==> src/rtl/fir_uart_packer.sv <==
// Drains FIR output FIFO samples and serialises each as a UART frame: sync, data MSB first, XOR checksum.
// Raises o_sig_comp after SAMPLE_COUNT frames; byte pacing follows i_tx_busy, FIFO pacing follows i_fifo_empty.
module fir_uart_packer #(
  parameter int         DATA_WIDTH   = 32,
  parameter int         SAMPLE_COUNT = 1024,
  parameter logic [7:0] SYNC_BYTE    = 8'hA5
) (
  input  logic                  i_clk,
  input  logic                  i_rstn,
  input  logic                  i_start,
  input  logic                  i_fifo_empty,
  output logic                  o_fifo_rden,
  input  logic [DATA_WIDTH-1:0] i_fifo_dataout,
  output logic [7:0]            o_tx_data,
  output logic                  o_tx_start,
  input  logic                  i_tx_busy,
  output logic                  o_sig_comp,
  output logic                  o_busy
);

  localparam int NB = DATA_WIDTH / 8;
  localparam int IW = $clog2(NB + 2);
  localparam int CW = $clog2(SAMPLE_COUNT + 1);

  typedef enum logic [2:0] {
    IDLE, WAIT_DATA, READ, LATCH, SEND, GUARD, WAIT_TX, DONE
  } state_t;

  state_t                state_q, state_d;
  logic [CW-1:0]         cnt_q, cnt_d;
  logic [IW-1:0]         idx_q, idx_d;
  logic [DATA_WIDTH-1:0] shreg_q, shreg_d;
  logic [7:0]            chk_q, chk_d;
  logic [7:0]            tx_data_q, tx_data_d;
  logic                  tx_start_q, rden_q, sig_comp_q, busy_q;

  function automatic logic [7:0] xor_bytes(input logic [DATA_WIDTH-1:0] d);
    logic [7:0] acc;
    acc = 8'h00;
    for (int b = 0; b < NB; b++) acc ^= d[8*b +: 8];
    return acc;
  endfunction

  always_comb begin
    state_d   = state_q;
    cnt_d     = cnt_q;
    idx_d     = idx_q;
    shreg_d   = shreg_q;
    chk_d     = chk_q;
    tx_data_d = tx_data_q;
    case (state_q)
      IDLE: if (i_start) begin
        cnt_d   = '0;
        state_d = WAIT_DATA;
      end
      WAIT_DATA: if (!i_fifo_empty) state_d = READ;
      READ:      state_d = LATCH;
      LATCH: begin
        shreg_d = i_fifo_dataout;
        chk_d   = xor_bytes(i_fifo_dataout);
        idx_d   = '0;
        state_d = SEND;
      end
      SEND: begin
        // Data bytes leave from the top of the shift register, MSB first.
        if (idx_q == '0) begin
          tx_data_d = SYNC_BYTE;
        end else if (idx_q == IW'(NB + 1)) begin
          tx_data_d = chk_q;
        end else begin
          tx_data_d = shreg_q[DATA_WIDTH-1 -: 8];
          shreg_d   = shreg_q << 8;
        end
        state_d = GUARD;
      end
      GUARD: state_d = WAIT_TX;
      WAIT_TX: if (!i_tx_busy) begin
        if (idx_q < IW'(NB + 1)) begin
          idx_d   = idx_q + IW'(1);
          state_d = SEND;
        end else begin
          cnt_d   = cnt_q + CW'(1);
          state_d = (cnt_d == CW'(SAMPLE_COUNT)) ? DONE : WAIT_DATA;
        end
      end
      DONE: if (i_start) begin
        cnt_d   = '0;
        state_d = WAIT_DATA;
      end
      default: state_d = IDLE;
    endcase
  end

  // Outputs are registered from the next state so strobes coincide with their state.
  always_ff @(posedge i_clk) begin
    if (!i_rstn) begin
      state_q    <= IDLE;
      cnt_q      <= '0;
      idx_q      <= '0;
      shreg_q    <= '0;
      chk_q      <= 8'h00;
      tx_data_q  <= 8'h00;
      tx_start_q <= 1'b0;
      rden_q     <= 1'b0;
      sig_comp_q <= 1'b0;
      busy_q     <= 1'b0;
    end else begin
      state_q    <= state_d;
      cnt_q      <= cnt_d;
      idx_q      <= idx_d;
      shreg_q    <= shreg_d;
      chk_q      <= chk_d;
      tx_data_q  <= tx_data_d;
      tx_start_q <= (state_d == GUARD);
      rden_q     <= (state_d == READ);
      sig_comp_q <= (state_d == DONE);
      busy_q     <= (state_d != IDLE) && (state_d != DONE);
    end
  end

  assign o_tx_data   = tx_data_q;
  assign o_tx_start  = tx_start_q;
  assign o_fifo_rden = rden_q;
  assign o_sig_comp  = sig_comp_q;
  assign o_busy      = busy_q;

endmodule

==> config.mk <==
export PLATFORM = sky130hd
export DESIGN_NAME = fir_uart_packer
export DESIGN_NICKNAME = d
export VERILOG_FILES = /design/src/rtl/fir_uart_packer.sv
export SDC_FILE = /design/constraint.sdc
export NUM_CORES = 1
export LEC_CHECK = 0
export BUFFER_PORTS_ARGS = -buffer_cell sky130_fd_sc_hd__buf_4
export CAP_MARGIN = 10
export CORE_ASPECT_RATIO = 1.5
export CORE_UTILIZATION = 60
export DETAILED_ROUTE_END_ITERATION = 8
export PLACE_DENSITY = 0.81
export SKIP_CTS_REPAIR_TIMING = 1
export SYNTH_ARGS = -nofsm -noshare
export SYNTH_HDL_FRONTEND = slang
export SYNTH_SLANG_ARGS = --single-unit
==> constraint.sdc <==
create_clock -name i_clk -period 3.75 [get_ports i_clk]
set_input_delay 0.375 -clock i_clk [delete_from_list [all_inputs] [get_ports i_clk]]
set_output_delay 0.375 -clock i_clk [all_outputs]
set_load 0.01 [all_outputs]
==> impl_metrics.csv, run 1 <==
group,metric,value,unit
logic_synthesis,synth_simple_gate_area_frac,0.230,
clock_network,cts_buffer_depth,2,
global_route,grt_pass1_wl,12900,um
logic_synthesis,synth_compound_area_frac,0.209,
sta,slew_headroom,0.280,
clock_network,cts_tree,"built",
logic_synthesis,synth.most_common_cell,"nand2_1",
sta,finalSetupTns,0,ns
critical_path,path_cells,"and3b_1 -> buf_4 -> a31o_2 -> nor2_1 -> a311oi_1",
logic_synthesis,synthAdderAreaFrac,0.0145,
critical_path,worstPathArrival,2.80,ns
cells_and_area,multiInputGateArea,1910,um^2
route,drc_errors,0,
global_route,grt_start_max_net_pins,49,
logic_synthesis,synthXorXnorAreaFrac,0.0710,
die,initial_core_util,0.629,
hold_path,hold_path_class,"in -> reg",
place,dp_cells,499,
critical_path,cp.required,3.98,ns
sta,finalSetupViolCount,0,
power,peakVddDrop,358,uV
critical_path,worstSetupPathType,"reg -> reg",
sta,fmax,0.389,GHz
die,ioPinCount,49,
critical_path,critPathBufInv,1,
route,drt_first_iter_violations,262,
cells_and_area,n_antenna_cell,0,
logic_synthesis,syn-cell-area,3450,um^2
cells_and_area,finish.utilization,0.725,
place,port_buffers,48,
power,p_per_area,407,nW/um^2
cells_and_area,syn2layout_area_growth,15.3,%
logic_synthesis,async_reset_ff_frac,0,
sta,finalHoldViolCount,0,
logic_synthesis,synth_top_family_by_area,"simple AND/OR/NAND/NOR gates",
cells_and_area,seq_area,1380,um^2
logic_synthesis,synth_seq_cells,69,
sta,fin_worst_skew,0.00808,ns
sta,drv_slew,0,
cells_and_area,fillCellCount,428,
route,vias,3019,
logic_synthesis,yosys_warnings,0,
critical_path,critPathMaxFanout,48,
power,p_leak,1.63,nW
sta,rsz0062_at_grt,"false",
cells_and_area,drive_gt1_frac,0.187,
global_route,grt_pass1_vias,2887,
logic_synthesis,synth_top_cell_by_area,"dfxtp_1",
logic_synthesis,synth_top_area_frac,0.400,
route,postRouteAntennaNets,0,
outcome,status,"finished clean",
logic_synthesis,synthTopCellsByCount,"70 x nand2_1, 69 x dfxtp_1, 44 x nor2_1",
logic_synthesis,synth.area.mux_share,0.0275,
logic_synthesis,synth_cell_types,54,
die,die_h,94.9,um
die,die_area,6070,um^2
route,routed_wl,7690,um
route,viasPerCell,5.86,
clock_network,cts_num_sinks,69,
cells_and_area,layout.nets,481,
place,gp_congestion,0.865,
logic_synthesis,synth_ff_type,"dfxtp_1",
sta,worst_pin_slew,1.08,ns
logic_synthesis,synth_edf_count,0,
die,core,5490,um^2
route,dr.pass1.iters,4,
critical_path,cpPeakStageDelay,0.73,ns
logic_synthesis,netlist_instances,406,
die,rows,33,
sta,min_period_over_period,0.685,
global_route,grtUsageTotal,0.277,
cells_and_area,finalNonFillerCells,515,
clock_network,worstSkewPairLatency,0.34,ns
die,fp.dieW,63.9,um
global_route,overflow,0,
clock_network,cts_root_buf,"clkbuf_8",
critical_path,cp-end-kind,"flop",
run,max-cap-violations,0,
critical_path,cpLargestDelayFamily,"compound AO/OA/AOI/OAI gates",
logic_synthesis,synth_area_leaders,"dfxtp_1 40%, nand2_1 7.6%, xnor2_1 6.6%",
critical_path,critPathLaunchType,"flop",
logic_synthesis,syn_nets,447,
clock_network,ctsHtreeMaxLevel,3,
clock_network,path_clk_slew,0.07,ns
logic_synthesis,syn_area_per_cell,8.50,um^2
global_route,antenna_found_initial,0,
sta,period_needed,2.57,ns
critical_path,crit_slowest_cell,"a31o_2",
clock_network,numCtsBuffers,9,
place,post-dp-hpwl,5250,um
route,wl_per_cell,14.9,um
logic_synthesis,ys_seq_area_frac,0.400,
-- final timing paths --
check | start | endpoint | slack (ns) | depth (start not counted)
worst min-delay path | i_fifo_dataout[31] | shreg_q[31] | 0.31 | 3
worst max register to register | state_q[1] | shreg_q[22] | 1.18 | 5
worst min register to register | shreg_q[2] | shreg_q[10] | 0.48 | 2
worst max-delay path | state_q[1] | shreg_q[22] | 1.18 | 5
-- sequential cells by signal, indices dropped and copies added (netlist names) --
name and flops:
o_tx_start 1, o_tx_data 8, cnt_q 11, o_busy 1, o_fifo_rden 1, idx_q 3, state_q 3, shreg_q 32
chk_q 8, o_sig_comp 1
-- kinds of logic (layout without fill, tap and decap cells) --
| family | after synthesis | in the layout |
|---|---|---|
| compound gates | 98 | 98 |
| xor+xnor | 28 | 28 |
| fa+ha+maj | 4 | 4 |
| buf+inv | 32 | 71 |
| flops | 69 | 69 |
| mux | 9 | 9 |
| simple gates | 166 | 166 |
-- cell usage in the layout (no fill, tap or decap), drive strengths merged, types with 5 or more instances in the layout --
| cell | count |
|---|---|
| clkbuf | 11 |
| nor3 | 7 |
| a311oi | 24 |
| inv | 5 |
| a21oi | 17 |
| nor2 | 44 |
| nor2b | 15 |
| a22oi | 13 |
| buf | 50 |
| o211a | 7 |
| dfxtp | 69 |
| nand2 | 70 |
| a31oi | 5 |
| xnor2 | 26 |
| and2 | 5 |
| mux2i | 5 |
| o21ai | 16 |
-- power breakdown --
group	total, mW	leakage [nW]	internal, mW	switching [mW]
Combinational	0.199	0.967	0.0961	0.103
Sequential	0.779	0.558	0.758	0.0202
Clock	0.640	0.107	0.372	0.269
-- cell type report --
class | instances | share of cell area
multi-input cells | 305 | 0.480
flip-flops and latches | 69 | 0.347
repair buffers | 50 | 0.0943
clock buffers | 11 | 0.0330
well taps | 70 | 0.0220
clock inverters | 5 | 0.0189
inverters | 5 | 0.00472
-- per-stage QoR --
step / hold slack [ns] / area, um^2 / worst slack (ns) / power [mW]
after floorplan: 0.450 / 3450 / 1.89 / 0.926
after global placement: 0.461 / 3770 / 1.35 / 0.987
after detailed placement: 0.473 / 3770 / 1.21 / 0.993
after CTS: 0.297 / 3980 / 1.19 / 1.63
after global routing: 0.309 / 3980 / 0.992 / 1.68
final: 0.315 / 3980 / 1.18 / 1.62
-- layer usage --
metal	global-route usage	routed length [um]	vias up
met2	0.480	3980	85
met5	0	0	-
met3	0.0580	321	17
met4	0.178	233	0
met1	0.303	3150	1417
li1	-	-	1500
-- worst register-to-register path, delay by kind of cell, from the launching register on --
kind,cells,cell delay [ns]
compound gates,2,1.03
buf+inv,1,0.32
flops,1,0.59
simple gates,2,0.52
Power figures use the tool's default switching activity.
==> run 2: changes to the inputs <==
- ABC_AREA: unset -> 1
- CORE_UTILIZATION: 60 -> 57
- PLACE_DENSITY: 0.81 -> 0.78
- clock period: 3.75 -> 2.4 ns (I/O delays scaled with it)
==> run 2 against run 1 <==
  * Cell count is 11% higher
  * Fmax is 26% higher
  * Final area shrank 1.7%
  * Largest power group unchanged
  * First-iteration DRC count is 47% lower
  * Sequential cell count unchanged
  * Setup slack worse by 0.82 ns
  * Highest routed layer unchanged
  * Sequential power increased by 60%
  * Synthesized cell count is 11% higher
  * Non-clock buffer count rose by 5
  * Register-to-register slack got worse by 0.82 ns
  * Critical path depth rose by 3
  * Power rose by 55%
==> impl_metrics.csv, run 2 <==
group,metric,value,unit
critical_path,path_cells,"inv_2 -> nor3_4 -> inv_2 -> a21oi_4 -> a21oi_2 -> inv_2 -> o21ai_0 -> a31oi_1",
clock_network,ctsHtreeMaxLevel,3,
logic_synthesis,syn_area_per_cell,7.40,um^2
die,rows,33,
sta,finalHoldViolCount,0,
global_route,grt_pass1_wl,12500,um
sta,min_period_over_period,0.849,
critical_path,worstPathArrival,2.29,ns
place,post-dp-hpwl,5070,um
power,peakVddDrop,599,uV
cells_and_area,regMostFlops,"shreg_q",
logic_synthesis,netlist_instances,451,
sta,drv_slew,0,
place,port_buffers,48,
die,core,5570,um^2
sta,fmax,0.491,GHz
global_route,overflow,0,
logic_synthesis,ys_seq_area_frac,0.414,
logic_synthesis,synth.most_common_cell,"nand2_1",
critical_path,critPathLaunchType,"flop",
route,viasPerCell,5.45,
sta,worst_pin_slew,0.671,ns
die,die_h,95.7,um
cells_and_area,layout.nets,538,
power,p_comb_frac,0.154,
logic_synthesis,synth_area_leaders,"dfxtp_1 41%, nand2_1 16%, xnor2_1 6.3%",
clock_network,cts_root_buf,"clkbuf_8",
power,power_switching,660,uW
clock_network,numCtsBuffers,9,
critical_path,cpPeakStageDelay,0.52,ns
outcome,status,"finished clean",
route,dr.pass1.iters,5,
logic_synthesis,syn-cell-area,3340,um^2
cells_and_area,mostFrequentLayoutCells,"141 x nand2_1, 69 x dfxtp_1, 55 x buf_4",
global_route,grtUsageTotal,0.263,
logic_synthesis,synth_seq_cells,69,
cells_and_area,reg.largest.list,"shreg_q x32, cnt_q x11",
hold_path,hold_path_class,"in -> reg",
route,vias,3108,
clock_network,worstSkewPairLatency,0.34,ns
sta,finalSetupViolCount,0,
critical_path,critPathMaxFanout,48,
die,die_area,6170,um^2
logic_synthesis,synth_ff_type,"dfxtp_1",
run,max-cap-violations,0,
critical_path,path_common_cell,"inv_2",
logic_synthesis,synth_cell_types,27,
route,postRouteAntennaNets,0,
power,pwr-share-clk,0.349,
logic_synthesis,async_reset_ff_frac,0,
die,initial_core_util,0.599,
cells_and_area,finish.utilization,0.701,
cells_and_area,final_common_cell,"nand2_1",
die,fp.dieW,64.5,um
clock_network,path_clk_slew,0.07,ns
critical_path,cp-end-kind,"flop",
sta,finalSetupTns,0,ns
cells_and_area,syn2layout_area_growth,17.1,%
clock_network,cts_buffer_depth,2,
sta,period_needed,2.04,ns
power,p_int,1.85,mW
critical_path,cp.required,2.66,ns
power,p_leak,1.65,nW
logic_synthesis,synth_top_cell_by_area,"dfxtp_1",
route,wl_per_cell,13.0,um
route,drc_errors,0,
route,drt_first_iter_violations,138,
critical_path,critPathBufInv,3,
logic_synthesis,synthTopCellsByCount,"141 x nand2_1, 69 x dfxtp_1, 30 x a21oi_1, 30 x inv_1",
global_route,grt_pass1_vias,2808,
logic_synthesis,syn_nets,492,
power,p_seq_frac,0.497,
die,ioPinCount,49,
sta,rsz0062_at_grt,"false",
cells_and_area,largest_register_ffs,32,
logic_synthesis,synth_top_area_frac,0.414,
route,routed_wl,7400,um
global_route,antenna_found_initial,0,
critical_path,crit_slowest_cell,"inv_2",
clock_network,cts_tree,"built",
critical_path,cpLargestDelayFamily,"buffers and inverters",
cells_and_area,drive_gt1_frac,0.160,
sta,slew_headroom,0.552,
logic_synthesis,yosys_warnings,0,
power,p_per_area,641,nW/um^2
sta,fin_worst_skew,0.00888,ns
logic_synthesis,synth_edf_count,0,
clock_network,cts_num_sinks,69,
global_route,grt_start_max_net_pins,49,
critical_path,worstSetupPathType,"reg -> reg",
power,netSwitchingFraction,0.263,
place,gp_congestion,0.845,
cells_and_area,n_antenna_cell,0,
==> run 2: metal layers <==
| metal | wire length (um) | vias up | GRT usage | part of all wire |
|---|---|---|---|---|
| li1 | - | 1588 | - | - |
| met5 | 0 | - | 0 | 0 |
| met2 | 3860 | 82 | 0.489 | 0.52 |
| met4 | 74 | 0 | 0.0815 | 0.010 |
| met3 | 388 | 8 | 0.0616 | 0.052 |
| met1 | 3070 | 1430 | 0.293 | 0.42 |
==> run 2: cells by family after synthesis <==
logic type / share of synthesized area
buf+inv: 0.0731
compound gates: 0.178
xor+xnor: 0.0630
simple gates: 0.232
mux: 0.0255
flops: 0.414
fa+ha+maj: 0.0150
==> run 2: final cells by class <==
cell class	count	area, um^2
multi-input cells	327	1710
flip-flops and latches	69	1380
clock buffers	13	179
inverters	35	131
fillers	487	1660
well taps	70	87.6
clock inverters	1	5.00
repair buffers	55	413
==> run 2: worst paths after layout <==
path	startpoint	end	slack [ns]	cells after the start
setup / recovery	state_q[2]	shreg_q[20]	0.36	8
hold / removal	i_fifo_dataout[5]	shreg_q[5]	0.18	3
setup reg to reg	state_q[2]	shreg_q[20]	0.36	8
hold reg to reg	shreg_q[5]	shreg_q[5]	0.46	2
==> run 2: power groups by stage <==
stage / combinational, mW / sequential [mW] / clock [mW]
after global placement: 0.379 / 1.27 / 0
final: 0.386 / 1.25 / 0.875
after detailed placement: 0.387 / 1.27 / 0
after global routing: 0.431 / 1.25 / 0.940
after CTS: 0.390 / 1.25 / 0.891
after floorplan: 0.259 / 1.27 / 0
==> run 2: per-stage QoR <==
stage          cells  worst slack [ns]  area (um^2)  total power [mW]  hold WS, ns
6_report         570             0.363         3910              2.51        0.176
5_1_grt          570             0.145         3910              2.62        0.176
4_1_cts          570             0.351         3910              2.53        0.170
3_5_place_dp     556             0.402         3730              1.66        0.453
3_3_place_gp     556             0.504         3730              1.65        0.449
2_1_floorplan    451             0.769         3340              1.53        0.375
==> run 2: worst reg2reg max path, stage by stage (launching register included) <==
cell     delay (ns)
dfxtp_1        0.46
inv_2          0.10
nor3_4         0.15
inv_2          0.07
a21oi_4        0.13
a21oi_2        0.14
inv_2          0.52
o21ai_0        0.19
a31oi_1        0.19
==> run 3: changes to the inputs <==
- ABC_AREA: 1 -> 0
- CORE_UTILIZATION: 57 -> 51
- PLACE_DENSITY: 0.78 -> 0.73
- clock period: 2.4 -> 1.7 ns (I/O delays scaled with it)
==> run 3 against run 2 <==
  * The run now ends with setup timing left
  * Setup slack lost 0.55 ns
  * Sequential cell count is the same
  * First-iteration DRC count grew 51%
  * Clock skew shrank 0.0022 ns
  * Final area grew 14%
  * Sequential power grew 37%
  * Die area grew 15%
  * Routed wire length grew 15%
  * Critical path depth shrank 1
  * Count of clock-buffer cells in the layout is the same
  * Via count grew 3.5%
==> impl_metrics.csv, run 3 (synthesis gave the netlist of run 1 again) <==
group,metric,value,unit
outcome,status,"finished with violations",
outcome,violations,"setup timing",
die,ioPinCount,49,
clock_network,worstSkewPairLatency,0.35,ns
power,peakVddDrop,509,uV
power,p_leak,1.87,nW
clock_network,numCtsBuffers,9,
cells_and_area,reg.largest.list,"shreg_q x32, cnt_q x11",
cells_and_area,finish.utilization,0.683,
sta,finalHoldViolCount,0,
clock_network,ctsHtreeMaxLevel,3,
route,postRouteAntennaNets,0,
sta,fmax,0.530,GHz
sta,final.setup.worst_slack,-0.188,ns
global_route,overflow,0,
power,p_total,3.63,mW
place,dpl_cell_area,4100,um^2
global_route,grt_pass1_vias,2894,
global_route,grt_pass1_wl,13200,um
critical_path,worstSetupPathType,"reg -> reg",
place,pre_cts_ws,-0.161,ns
global_route,grt_start_max_net_pins,40,
clock_network,cts_num_sinks,69,
clock_network,cts_tree,"built",
sta,finalSetupTns,-0.350,ns
clock_network,cts_buffer_depth,2,
cells_and_area,n_antenna_cell,0,
cells_and_area,layout.nets,519,
sta,period_needed,1.89,ns
route,drt_first_iter_violations,208,
sta,min_period_over_period,1.11,
sta,holdWs,0.108,ns
die,die_area,7110,um^2
sta,rsz0062_at_grt,"true",
sta,drv_slew,0,
power,p_per_area,815,nW/um^2
route,vias,3216,
die,die_h,103,um
sta,worst_pin_slew,0.349,ns
clock_network,path_clk_slew,0.08,ns
critical_path,cp.required,1.93,ns
cells_and_area,largest_register_ffs,32,
cells_and_area,fillCellCount,521,
route,wl_per_cell,15.2,um
critical_path,cp-end-kind,"flop",
cells_and_area,final_area,4460,um^2
cells_and_area,finalNonFillerCells,559,
critical_path,worstPathArrival,2.12,ns
die,fp.dieW,69.2,um
sta,fin_worst_skew,0.00673,ns
die,rows,36,
place,dp_cells,539,
place,post-dp-hpwl,5730,um
sta,slew_headroom,0.767,
route,drc_errors,0,
route,dr.pass1.iters,4,
route,routed_wl,8520,um
cells_and_area,drive_gt1_frac,0.306,
cells_and_area,mostFrequentLayoutCells,"83 x buf_4, 67 x nand2_1, 57 x dfxtp_1",
die,core,6530,um^2
hold_path,hold_path_class,"in -> reg",
route,viasPerCell,5.75,
global_route,grtUsageTotal,0.238,
global_route,antenna_found_initial,0,
place,gp_congestion,0.841,
clock_network,cts_root_buf,"clkbuf_8",
place,port_buffers,48,
sta,finalSetupViolCount,4,
cells_and_area,final_common_cell,"buf_4",
critical_path,critPathMaxFanout,3,
cells_and_area,syn2layout_area_growth,29.1,%
run,max-cap-violations,0,
critical_path,critPathLaunchType,"flop",
die,initial_core_util,0.529,
cells_and_area,regMostFlops,"shreg_q",
==> run 3: cell count changes in the layout (fill, tap and decap cells not counted), sizes merged, moves of 15 or more <==
cell    delta
nand3     -16
nand2     -71
a21oi     -15
nor2      +28
o21ai     -18
a31oi     -19
a311oi    +24
buf       +32
inv       -28
nor2b     +15
==> run 3: worst paths after layout <==
kind | start | to | cells after the start | slack [ns]
setup reg to reg | cnt_q[0] | o_busy | 7 | -0.19
setup / recovery | cnt_q[0] | o_busy | 7 | -0.19
hold / removal | i_fifo_dataout[23] | shreg_q[23] | 3 | 0.11
hold reg to reg | shreg_q[21] | shreg_q[29] | 2 | 0.48
==> run 3: power by group <==
part,switching (mW),internal [mW],leakage [nW]
clock,0.615,0.796,0.106
combinational,0.259,0.256,1.20
sequential,0.0387,1.67,0.565
==> run 3: layer usage <==
metal / GRT usage / part of all wire
met1: 0.270 / 0.41
met2: 0.411 / 0.52
met3: 0.0440 / 0.039
met4: 0.160 / 0.029
met5: 0 / 0
==> run 3: critical path, stage by stage, from the launching register on <==
cell and delay (ns):
dfxtp_4 0.36, ha_4 0.15, and2_4 0.15, and2_4 0.14, o31ai_4 0.23, o2111a_2 0.30, a21oi_2 0.08, o311a_1 0.35
==> run 3: final cells by class <==
type,count,area (um^2),area share
Tap cell,76,95.1,0.0213
Multi-Input combinational cell,305,2010,0.450
Clock inverter,3,42.5,0.00954
Sequential cell,69,1410,0.315
Clock buffer,13,169,0.0379
Inverter,5,18.8,0.00421
Timing Repair Buffer,88,719,0.161
